--- config.mk ---
export PLATFORM = sky130hd
export DESIGN_NAME = img_mem_arbiter
export DESIGN_NICKNAME = d
export VERILOG_FILES = /design/src/rtl/img_mem_pkg.sv /design/src/rtl/img_rr_sel.sv /design/src/rtl/img_mem_arbiter.sv
export SDC_FILE = /design/constraint.sdc
export NUM_CORES = 1
export LEC_CHECK = 0
export BUFFER_PORTS_ARGS = -buffer_cell sky130_fd_sc_hd__clkbuf_2
export CAP_MARGIN = 10
export CORE_UTILIZATION = 35
export DETAILED_ROUTE_END_ITERATION = 10
export GPL_TIMING_DRIVEN = 0
export PLACE_DENSITY = 0.63
export SYNTH_ARGS = -nofsm -noshare
export SYNTH_HDL_FRONTEND = slang
export SYNTH_SLANG_ARGS = --single-unit
--- constraint.sdc ---
create_clock -name clk -period 2.1 [get_ports clk]
set_clock_uncertainty 0.15 [all_clocks]
set_input_delay 0.105 -clock clk [delete_from_list [all_inputs] [get_ports clk]]
set_output_delay 0.105 -clock clk [all_outputs]
set_load 0.005 [all_outputs]
--- src/rtl/img_mem_pkg.sv ---
// Shared widths, FSM encoding and read-tag type for the image SRAM arbiter.
// No logic, so there is no latency or backpressure of its own.
// The tag records which requester owns a read that is in flight.
package img_mem_pkg;

    localparam int IMG_AW = 16;
    localparam int IMG_DW = 8;

    localparam logic [1:0] ST_IDLE = 2'd0;
    localparam logic [1:0] ST_OWN0 = 2'd1;
    localparam logic [1:0] ST_OWN1 = 2'd2;

    typedef struct packed {
        logic valid;
        logic id;
    } rd_tag_t;

    function automatic logic [1:0] own_state(input logic id);
        return id ? ST_OWN1 : ST_OWN0;
    endfunction

endpackage

--- src/rtl/img_rr_sel.sv ---
// Round-robin grant selector with a bounded burst for two requesters.
// Purely combinational: grant, next state and next burst count settle in the same cycle.
// Backpressure is a withheld grant; the loser keeps its request up until granted.
module img_rr_sel
    import img_mem_pkg::*;
#(
    parameter int MAX_BURST = 16,
    parameter int CW        = $clog2(MAX_BURST + 1)
) (
    input  logic [1:0]    req_i,
    input  logic [1:0]    state_i,
    input  logic [CW-1:0] burst_cnt_i,
    input  logic          rr_last_i,
    output logic [1:0]    gnt_o,
    output logic [1:0]    state_d_o,
    output logic [CW-1:0] burst_cnt_d_o
);

    localparam logic [CW-1:0] CNT_MAX = CW'(MAX_BURST);
    localparam logic [CW-1:0] CNT_ONE = CW'(1);

    logic owner;
    logic other;
    logic win;

    always_comb begin
        gnt_o         = 2'b00;
        state_d_o     = state_i;
        burst_cnt_d_o = burst_cnt_i;
        owner         = (state_i == ST_OWN1);
        other         = ~owner;
        win           = 1'b0;

        case (state_i)
            ST_OWN0, ST_OWN1: begin
                if (req_i[owner]) begin
                    if (req_i[other] && (burst_cnt_i >= CNT_MAX)) begin
                        // Burst exhausted with the other side waiting: hand over now.
                        gnt_o[other]  = 1'b1;
                        state_d_o     = own_state(other);
                        burst_cnt_d_o = CNT_ONE;
                    end else begin
                        gnt_o[owner] = 1'b1;
                        if (burst_cnt_i < CNT_MAX) begin
                            burst_cnt_d_o = burst_cnt_i + CNT_ONE;
                        end
                    end
                end else if (req_i[other]) begin
                    gnt_o[other]  = 1'b1;
                    state_d_o     = own_state(other);
                    burst_cnt_d_o = CNT_ONE;
                end else begin
                    state_d_o     = ST_IDLE;
                    burst_cnt_d_o = '0;
                end
            end
            default: begin
                // Also recovers the unused encoding back to IDLE.
                win = (req_i[0] && req_i[1]) ? ~rr_last_i : req_i[1];
                if (|req_i) begin
                    gnt_o[win]    = 1'b1;
                    state_d_o     = own_state(win);
                    burst_cnt_d_o = CNT_ONE;
                end else begin
                    state_d_o     = ST_IDLE;
                    burst_cnt_d_o = '0;
                end
            end
        endcase
    end

endmodule

--- src/rtl/img_mem_arbiter.sv ---
// Two-requester arbiter for one single-port image SRAM with tagged read return.
// Command hits the SRAM one cycle after grant; read data returns two cycles after grant.
// Backpressure is a withheld grant; no internal queueing, one command per cycle.
module img_mem_arbiter
    import img_mem_pkg::*;
#(
    parameter int AW        = IMG_AW,
    parameter int DW        = IMG_DW,
    parameter int MAX_BURST = 16
) (
    input  logic          clk,
    input  logic          reset,

    input  logic          r0_req,
    input  logic          r0_wr,
    input  logic [AW-1:0] r0_addr,
    input  logic [DW-1:0] r0_wdata,
    output logic          r0_gnt,
    output logic          r0_rvalid,
    output logic [DW-1:0] r0_rdata,

    input  logic          r1_req,
    input  logic          r1_wr,
    input  logic [AW-1:0] r1_addr,
    input  logic [DW-1:0] r1_wdata,
    output logic          r1_gnt,
    output logic          r1_rvalid,
    output logic [DW-1:0] r1_rdata,

    output logic          img_rd,
    output logic          img_wr,
    output logic [AW-1:0] img_addr,
    output logic [DW-1:0] img_do,
    input  logic [DW-1:0] img_di
);

    localparam int CW = $clog2(MAX_BURST + 1);

    logic [1:0]    state_q, state_d;
    logic [CW-1:0] burst_q, burst_d;
    logic          rr_last_q, rr_last_d;

    logic [1:0]    req;
    logic [1:0]    gnt_sel;
    logic [1:0]    gnt;
    logic          gnt_any;

    logic          cmd_wr;
    logic [AW-1:0] cmd_addr;
    logic [DW-1:0] cmd_wdata;

    logic          img_rd_q, img_rd_d;
    logic          img_wr_q, img_wr_d;
    logic [AW-1:0] img_addr_q, img_addr_d;
    logic [DW-1:0] img_do_q, img_do_d;

    rd_tag_t       tag0_q, tag0_d;
    rd_tag_t       tag1_q;

    assign req = {r1_req, r0_req};

    img_rr_sel #(
        .MAX_BURST (MAX_BURST),
        .CW        (CW)
    ) u_sel (
        .req_i         (req),
        .state_i       (state_q),
        .burst_cnt_i   (burst_q),
        .rr_last_i     (rr_last_q),
        .gnt_o         (gnt_sel),
        .state_d_o     (state_d),
        .burst_cnt_d_o (burst_d)
    );

    // A grant during reset would be dropped by the cleared command register.
    assign gnt     = reset ? 2'b00 : gnt_sel;
    assign gnt_any = |gnt;
    assign r0_gnt  = gnt[0];
    assign r1_gnt  = gnt[1];

    assign cmd_wr    = gnt[1] ? r1_wr    : r0_wr;
    assign cmd_addr  = gnt[1] ? r1_addr  : r0_addr;
    assign cmd_wdata = gnt[1] ? r1_wdata : r0_wdata;

    always_comb begin
        rr_last_d    = gnt_any ? gnt[1] : rr_last_q;
        img_rd_d     = gnt_any & ~cmd_wr;
        img_wr_d     = gnt_any & cmd_wr;
        img_addr_d   = gnt_any ? cmd_addr  : img_addr_q;
        img_do_d     = gnt_any ? cmd_wdata : img_do_q;
        tag0_d.valid = gnt_any & ~cmd_wr;
        tag0_d.id    = gnt[1];
    end

    always_ff @(posedge clk) begin
        if (reset) begin
            state_q    <= ST_IDLE;
            burst_q    <= '0;
            rr_last_q  <= 1'b1;
            img_rd_q   <= 1'b0;
            img_wr_q   <= 1'b0;
            img_addr_q <= '0;
            img_do_q   <= '0;
            tag0_q     <= '0;
            tag1_q     <= '0;
        end else begin
            state_q    <= state_d;
            burst_q    <= burst_d;
            rr_last_q  <= rr_last_d;
            img_rd_q   <= img_rd_d;
            img_wr_q   <= img_wr_d;
            img_addr_q <= img_addr_d;
            img_do_q   <= img_do_d;
            tag0_q     <= tag0_d;
            tag1_q     <= tag0_q;
        end
    end

    assign img_rd   = img_rd_q;
    assign img_wr   = img_wr_q;
    assign img_addr = img_addr_q;
    assign img_do   = img_do_q;

    // Second tag stage lines up with SRAM data, which lands a cycle after the strobe.
    assign r0_rvalid = tag1_q.valid & ~tag1_q.id;
    assign r1_rvalid = tag1_q.valid &  tag1_q.id;
    assign r0_rdata  = img_di;
    assign r1_rdata  = img_di;

endmodule
==> impl_metrics.tcl, run 1 <==
set metrics [dict create \
    status "complete, no violations" \
    antennaDiodeCount 0 \
    cp.arrival_ps 1730 \
    layout_commonest_cell "clkbuf_2" \
    power.density_mw_per_mm2 643.9 \
    gp_congestion 0.7861 \
    yosys.area_share.simple 0.1873 \
    clockBufferDepth 2 \
    tritoncts "built" \
    htreeDepth 2 \
    drv_slew 0 \
    synth-compound-area-share 0.2849 \
    synth.net_count 374 \
    cts.sinks 37 \
    fin_ws_ps 116.4 \
    synthCells 310 \
    mostFrequentLayoutCells "clkbuf_2, dfxtp_1, inv_1" \
    grt_pass1_vias 2803 \
    finalSetupViolations 0 \
    wl_per_cell_um 14.94 \
    met2_usage 0.3359 \
    cts_buffers 5 \
    grt_overflow 0 \
    grtUsageTotal 0.2003 \
    layout.filler_cells 754 \
    core_area_mm2 0.007727 \
    nets 505 \
    synth.area.mux_share 0.1075 \
    antenna_found_initial 0 \
    grt_max_degree 12 \
    yosysWarnings 0 \
    critPathMaxFanout 9 \
    grtUsageMet3 0.03936 \
    die_h_um 91.33 \
    post-route-util 0.4950 \
    crit_required_ps 1850 \
    busiest_layer "met2" \
    first_pass_iters 4 \
    avgSynthCellArea_um2 9.009 \
    synthDistinctLibCells 40 \
    instances_no_fill 544 \
    rsz0062_at_grt "no" \
    ys_ff_latch 37 \
    synth_xor_area_frac 0.01210 \
    finalHoldViolCount 0 \
    total_power_mw 2.463 \
    dp_cells 510 \
    min_path_type "primary input to flop" \
    initial_core_util 0.3614 \
    max_cap_violations 0 \
    p_leak_nw 1.760 \
    antenna_left 0 \
    worstMarginPinSlew_ps 725.5 \
    critPathCaptureType "output pin" \
    max-vdd-ir-drop_mv 0.2796 \
    die_x_um 91.33 \
    vias 2800 \
    worst-setup-path-type "flop to output pin" \
    hold_ws_ps 93.40 \
    clk_latency_ps 300 \
    syn_to_final_growth_pct 36.96 \
    clock.fmax_mhz 504.1 \
    ys_seq_area_frac 0.2652 \
    fin_crit_sh 0.9446 \
    fin_crit_ps 1984 \
    synth_area_mm2 0.002793 \
    place_worst_setup_slack_ps -52.16 \
    die_area_mm2 0.008340 \
    drc 0 \
    vias_per_cell 5.147 \
    num_io_pins 108 \
    routed_wl_mm 8.130 \
    start_kind "flop" \
    portBuffers 98 \
    synth_top_family_by_area "compound AO/OA/AOI/OAI gates" \
    slew_headroom 0.5163 \
    root_buffer "clkbuf_8" \
    first_iter_violations 149 \
    synthAdderAreaFrac 0.008961 \
    drive_above_1_share 0.4208 \
    use_met1 0.2615 \
    num_rows 32 \
    dp_hpwl_mm 5.638 \
    grt_pass1_wl_mm 13.50 \
    clkTransAtPathRegs_ps 90 \
]
area by class of cell:
| cell class | instances | area, um2 | area share |
|---|---|---|---|
| Clock inverter | 1 | 30.03 | 0.007851 |
| Buffer | 46 | 257.7 | 0.06739 |
| Inverter | 30 | 112.6 | 0.02944 |
| Timing Repair Buffer | 125 | 758.2 | 0.1982 |
| Tap cell | 102 | 127.6 | 0.03337 |
| Multi-Input combinational cell | 196 | 1710 | 0.4472 |
| Clock buffer | 7 | 86.33 | 0.02257 |
| Sequential cell | 37 | 742.0 | 0.1940 |
metrics by stage:
step	setup TNS, ps	instance area, um2
after floorplan	0	2793
after global placement	-52.19	3411
after detailed placement	-413.2	3411
after CTS	0	3795
after global routing	0	3825
final	0	3825
metal layers:
layer  vias to the layer above  share of wire  wire length [um]
li1                       1393              -                 -
met1                      1307           0.46              3748
met2                        92           0.48              3870
met3                         8          0.053               432
met4                         0         0.0097                79
met5                         -              0                 0
cell usage after synthesis:
library cell   n  share of area
ha_1           2         0.0090
mux2i_1        3          0.011
inv_2          2         0.0027
a21oi_1       26          0.047
o32ai_1        3         0.0094
buf_4         17          0.046
nand2b_1       2         0.0045
xor2_2         1         0.0058
nand3b_1       1         0.0027
o221ai_1       5          0.016
buf_6          2         0.0081
a21o_1         1         0.0027
a31oi_1        1         0.0022
o21ba_2        1         0.0036
or2_2          2         0.0045
xnor2_1        1         0.0031
buf_2          5         0.0090
o22ai_1        1         0.0022
nor3_1         1         0.0018
o221ai_2      20           0.11
mux2_2        24          0.097
nor2b_1        6          0.013
and3b_1       24          0.075
nand2_1        4         0.0054
or2_0          1         0.0022
o21bai_1       1         0.0027
nand4b_1       1         0.0031
and2_1        25          0.056
inv_1         28          0.038
a221o_1        1         0.0036
o2111ai_1     24          0.075
and3_1         1         0.0022
clkbuf_1      23          0.031
nor2_1         7         0.0094
or4_1          1         0.0027
or4_4          1         0.0040
o32a_4         1         0.0081
dfxtp_1       37           0.27
xor2_1         1         0.0031
o211ai_1       2         0.0054
worst max-delay path, cell delays in order (launching register included):
cell     delay [ps]
dfxtp_2         330
inv_1            60
ha_4            190
xor2_4          190
a221o_1         430
nor2_1          100
buf_2           130
flip-flops by register name, indices dropped and copies added (netlist names):
name and count:
img_wr 1, tag1_q 2, burst_q 5, img_do 8, img_addr 16, tag0_q 2, rr_last_q 1, state_q 2
logic make-up after synthesis:
group,after synthesis
adders and majority gates,2
AOI/OAI and AO/OA,87
buffers and inverters,77
muxes,27
xor gates and xnor gates,3
DFF,37
and+or+nand+nor,77
worst paths after layout:
path	endpoint	slack (ps)	cells past startpoint	startpoint
worst max-delay path	r0_gnt	120	6	state_q[0]
worst min-delay path	img_addr[6]	90	4	r1_addr[6]
worst max register to register	img_addr[0]	230	6	state_q[0]
worst min register to register	tag1_q[0]	290	1	tag0_q[0]
where the power goes:
group / total (mW) / internal [mW] / switching, mW
logic: 0.936 / 0.448 / 0.489
clock network: 0.659 / 0.388 / 0.271
registers: 0.868 / 0.811 / 0.0563
what timing repair did:
item                                   in CTS  in global routing
endpoints found under the hold margin      26                  0
hold buffers                               26                  0
cloned                                      0                  0
setup endpoints to repair                  15                 13
pin swaps                                   0                  1
gates resized for setup                     3                  4
buffers inserted                            0                  1
Note: power is estimated with default switching activity, not from simulation.
==> inputs of run 2 (changes only) <==
--- a/config.mk
+++ b/config.mk
@@ -11,6 +11,7 @@
 export DETAILED_ROUTE_END_ITERATION = 10
 export GPL_TIMING_DRIVEN = 0
 export PLACE_DENSITY = 0.63
+export REMOVE_ABC_BUFFERS = 1
 export SYNTH_ARGS = -nofsm -noshare
 export SYNTH_HDL_FRONTEND = slang
 export SYNTH_SLANG_ARGS = --single-unit
==> run 2 against run 1 <==
  * First-iteration DRC count is 35% lower
  * Hold slack worse by 33 ps
  * Die area stayed put
  * Critical endpoint unchanged
  * Sequential power hardly changed
==> impl_metrics.tcl, run 2 (synthesis gave the netlist of run 1 again) <==
set metrics [dict create \
    cp_cell_sequence "inv_1 > ha_4 > xor2_4 > a221o_1 > nor2_1 > clkbuf_2" \
    tritoncts "built" \
    design_area_mm2 0.003556 \
    grtUsageTotal 0.1925 \
    p_seq_frac 0.375 \
    mostFrequentLayoutCells "clkbuf_2, dfxtp_1, inv_1" \
    initial_core_util 0.3614 \
    fin_ws_ps 83.09 \
    die_area_mm2 0.008340 \
    nets 452 \
    crit_family "compound AO/OA/AOI/OAI gates" \
    p_comb_frac 0.399 \
    cts.sinks 37 \
    slew_headroom 0.2638 \
    drive_above_1_share 0.3985 \
    dpl_cell_area_mm2 0.003109 \
    first_pass_iters 4 \
    worst-setup-path-type "flop to output pin" \
    instances_no_fill 491 \
    cts_buffers 5 \
    status "complete, no violations" \
    gp_congestion 0.7213 \
    clock_power_share 0.226 \
    regArea_um2 740.7 \
    antennaDiodeCount 0 \
    worstMarginPinSlew_ps 1104 \
    p_sw_uw 831.4 \
    die_h_um 91.33 \
    finalHoldViolCount 0 \
    power.density_mw_per_mm2 651.3 \
    num_rows 32 \
    grt_max_degree 49 \
    max-vdd-ir-drop_mv 0.2825 \
    drc 0 \
    antenna_found_initial 0 \
    htreeDepth 2 \
    grt_pass1_vias 2716 \
    fin_crit_sh 0.9604 \
    min_path_type "primary input to output pin" \
    routed_wl_mm 7.598 \
    internal_power_mw 1.485 \
    slowest_delay_ps 400 \
    dp_cells 450 \
    clk_latency_ps 300 \
    p_leak_nw 1.582 \
    clkTransAtPathRegs_ps 80 \
    finalSetupViolations 0 \
    cp.arrival_ps 1760 \
    vias 2617 \
    antenna_left 0 \
    sw_frac_of_total 0.3590 \
    dp_hpwl_mm 4.585 \
    syn_to_final_growth_pct 27.33 \
    first_iter_violations 97 \
    place_worst_setup_slack_ps -1475 \
    wl_per_cell_um 15.47 \
    die_x_um 91.33 \
    rsz0062_at_grt "no" \
    max_cap_violations 0 \
    core_area_mm2 0.007727 \
    layout_commonest_cell "clkbuf_2" \
    slowest_stage "a221o_1" \
    clockBufferDepth 2 \
    grt_overflow 0 \
    vias_per_cell 5.330 \
    multiInputGateArea_mm2 0.001724 \
    root_buffer "clkbuf_8" \
    critPathCaptureType "output pin" \
    largest_reg_flops 16 \
    critPathMaxFanout 6 \
    fin_crit_ps 2017 \
    drv_slew 0 \
    portBuffers 83 \
    num_io_pins 108 \
    clock.fmax_mhz 495.8 \
    crit_required_ps 1850 \
    grt_pass1_wl_mm 13.01 \
    cp_num_buf_inv 2 \
    layout.filler_cells 773 \
    start_kind "flop" \
]
run 2: worst paths after layout:
path | endpoint | cells past startpoint | slack, ps | startpoint
max | r0_gnt | 6 | 80 | state_q[0]
min | r1_rdata[7] | 0 | 60 | img_di[7]
max reg2reg | img_addr[10] | 5 | 190 | state_q[0]
min reg2reg | tag1_q[0] | 1 | 290 | tag0_q[0]
run 2: repair_timing:
item	4_1_cts	5_1_grt
setup buffers	8	0
gates resized for setup	7	0
hold buffers	26	0
setup endpoints to repair	37	0
hold endpoints to repair	26	0
run 2: per-stage QoR:
stage	hold slack [ps]	util	setup TNS, ps	power [mW]
2_1_floorplan	24.07	-	-12410	1.344
3_3_place_gp	60.08	0.3978	-44110	1.652
3_5_place_dp	60.08	0.4024	-42620	1.677
4_1_cts	56.26	0.4602	0	2.339
5_1_grt	60.06	0.4602	0	2.472
6_report	60.09	0.4602	0	2.316
run 2: final cells by class:
class | count | area share
flip-flops and latches | 37 | 0.2083
well taps | 102 | 0.03589
clock inverters | 3 | 0.006334
repair buffers | 118 | 0.2136
inverters | 30 | 0.03167
multi-input cells | 196 | 0.4849
clock buffers | 5 | 0.01935
run 2: power groups by stage:
stage	Combinational [mW]	Clock, mW	Sequential, mW
6_report	0.924	0.524	0.868
3_3_place_gp	0.776	0	0.876
4_1_cts	0.924	0.547	0.868
3_5_place_dp	0.797	0	0.879
5_1_grt	1.01	0.579	0.882
2_1_floorplan	0.463	0	0.881
run 2: layer usage:
metal,global-route usage,up-vias,wire [um]
met4,0.06481,0,99
met1,0.2468,1235,3501
met2,0.3194,88,3629
met3,0.04104,9,368
met5,0,-,0
li1,-,1285,-
==> inputs of run 3 (changes only) <==
--- a/config.mk
+++ b/config.mk
@@ -10,8 +10,9 @@
 export CORE_UTILIZATION = 35
 export DETAILED_ROUTE_END_ITERATION = 10
 export GPL_TIMING_DRIVEN = 0
-export PLACE_DENSITY = 0.63
+export PLACE_DENSITY = 0.67
 export REMOVE_ABC_BUFFERS = 1
 export SYNTH_ARGS = -nofsm -noshare
 export SYNTH_HDL_FRONTEND = slang
+export SYNTH_HIERARCHICAL = 1
 export SYNTH_SLANG_ARGS = --single-unit
==> run 3 against run 2 <==
  * Combinational power is 48% lower
  * Critical path depth is 1 higher
  * Sequential power is 8.6% lower
  * Sequential share of layout area is 4.5 points higher
  * Critical endpoint unchanged
  * Highest routed layer unchanged
==> impl_metrics.tcl, run 3 <==
set metrics [dict create \
    portBuffers 83 \
    synth_common_cells "nor2b_1, dfxtp_1, mux2i_1" \
    vias 1868 \
    crit_required_ps 1850 \
    grt_pass1_vias 1778 \
    synth.area.top_cells "dfxtp_1, mux2i_1, nor2b_1, a211oi_1, buf_4" \
    die_area_mm2 0.005945 \
    synthDistinctLibCells 36 \
    fin_ws_ps 93.12 \
    die_h_um 77.11 \
    cp.arrival_ps 1750 \
    p_leak_nw 1.326 \
    grt_pass1_wl_mm 8.694 \
    tritoncts "built" \
    slew_headroom 0.4492 \
    core_area_mm2 0.005270 \
    clk_latency_ps 290 \
    layout.filler_cells 492 \
    first_pass_iters 4 \
    fin_crit_sh 0.9557 \
    num_io_pins 108 \
    grtUsageTotal 0.1875 \
    first_iter_violations 82 \
    layout_commonest_cell "clkbuf_2" \
    vias_per_cell 4.814 \
    initial_core_util 0.3746 \
    wl_per_cell_um 14.35 \
    clock.fmax_mhz 498.3 \
    synth_area_mm2 0.001974 \
    cts.sinks 37 \
    synth.most_common_cell "nor2b_1" \
    synth_top_area_cell "dfxtp_1" \
    avgSynthCellArea_um2 9.492 \
    mostFrequentLayoutCells "clkbuf_2, dlygate4sd3_1, nor2b_1" \
    place_worst_setup_slack_ps -948.1 \
    hold_ws_ps 9.791 \
    clkTransAtPathRegs_ps 80 \
    ys.flop_type "dfxtp_1" \
    drive_above_1_share 0.3585 \
    power.density_mw_per_mm2 619.1 \
    antennaDiodeCount 0 \
    nets 381 \
    status "complete, no violations" \
    dp_hpwl_mm 2.889 \
    num_rows 26 \
    drc 0 \
    grt_max_degree 40 \
    max_cap_violations 0 \
    design_area_mm2 0.002939 \
    cts_buffers 5 \
    fin_crit_ps 2007 \
    die_x_um 77.11 \
    synth-edff-count 0 \
    max-vdd-ir-drop_mv 0.3488 \
    grt_overflow 0 \
    worstMarginPinSlew_ps 826.2 \
    syn_to_final_growth_pct 48.86 \
    antenna_found_initial 0 \
    root_buffer "clkbuf_8" \
    drv_slew 0 \
    worst-setup-path-type "flop to output pin" \
    finalHoldViolCount 0 \
    min_path_type "primary input to flop" \
    finalSetupViolations 0 \
    yosysWarnings 6 \
    largest_reg_flops 16 \
    critPathMaxFanout 7 \
    ys_async_sr_fraction 0 \
    routed_wl_mm 5.566 \
    antenna_left 0 \
    dpl_cell_area_mm2 0.002278 \
    gp_congestion 0.7149 \
    synth_top_area_share 0.3752 \
    ys_ff_latch 37 \
    clockBufferDepth 2 \
    htreeDepth 2 \
    critPathCaptureType "output pin" \
    start_kind "flop" \
    synthCells 208 \
    ys_seq_area_frac 0.3752 \
]
-- run 3: worst paths after layout --
| path | endpoint | cells past startpoint | slack (ps) | start |
|---|---|---|---|---|
| worst max-delay path | r0_gnt | 7 | 90 | state_q[1] |
| worst min-delay path | img_addr[10] | 3 | 10 | r0_addr[10] |
| worst max register to register | img_addr[9] | 8 | 120 | state_q[1] |
| worst min register to register | tag1_q[0] | 1 | 300 | tag0_q[0] |
-- run 3: layout make-up --
cell class / instances / area, um2 / area share
clock buffers: 7 / 96.34 / 0.03278
clock inverters: 1 / 5.005 / 0.001703
inverters: 5 / 31.28 / 0.01064
multi-input cells: 134 / 1055 / 0.3589
flip-flops and latches: 37 / 743.2 / 0.2529
well taps: 70 / 87.58 / 0.02980
repair buffers: 133 / 912.1 / 0.3103
repair inverters: 1 / 8.758 / 0.002980
-- run 3: per-stage QoR --
stage | utilization | setup TNS [ps] | cells | total power, mW
2_1_floorplan | - | -37140 | 175 | 0.9936
3_3_place_gp | 0.4250 | -67870 | 328 | 1.149
3_5_place_dp | 0.4323 | -24380 | 329 | 1.157
4_1_cts | 0.5477 | 0 | 386 | 1.813
5_1_grt | 0.5577 | -2.259 | 388 | 1.919
6_report | 0.5577 | 0 | 388 | 1.820
-- run 3: timing repair --
| action | CTS | global route |
|---|---|---|
| hold buffers | 39 | 0 |
| pin swaps | 3 | 4 |
| hold endpoints to repair | 26 | 0 |
| endpoints found under the setup margin | 30 | 20 |
| gates cloned | 2 | 0 |
| gates resized for setup | 11 | 6 |
| buffers inserted | 8 | 2 |
-- run 3: cells by family (layout without fill, tap and decap cells) --
kind of cell / Yosys count / in the layout / synth area share
buffers and inverters: 38 / 147 / 0.1299
adders and majority gates: 2 / 2 / 0.01267
and+or+nand+nor: 59 / 59 / 0.1794
xor gates and xnor gates: 3 / 3 / 0.01331
DFF: 37 / 37 / 0.3752
muxes: 27 / 27 / 0.1375
AOI/OAI and AO/OA: 42 / 43 / 0.1521
-- run 3: worst max-delay path: stages (launching register included) --
cell	delay, ps
dfxtp_1	400
ha_4	260
nand2b_4	90
o21ai_4	80
a21oi_4	220
buf_16	140
nor2b_1	130
clkbuf_2	140
-- run 3: power by group --
group	internal [mW]	switching [mW]
sequential	0.761	0.0319
clock	0.297	0.252
combinational	0.268	0.210
total	1.33	0.494
-- run 3: routing by layer --
metal	track usage	part of all wire	up-vias
met3	0.05714	0.052	6
met1	0.2065	0.44	863
met4	0.05660	0.0090	0
met5	0	0	-
met2	0.3420	0.50	73
li1	-	-	926
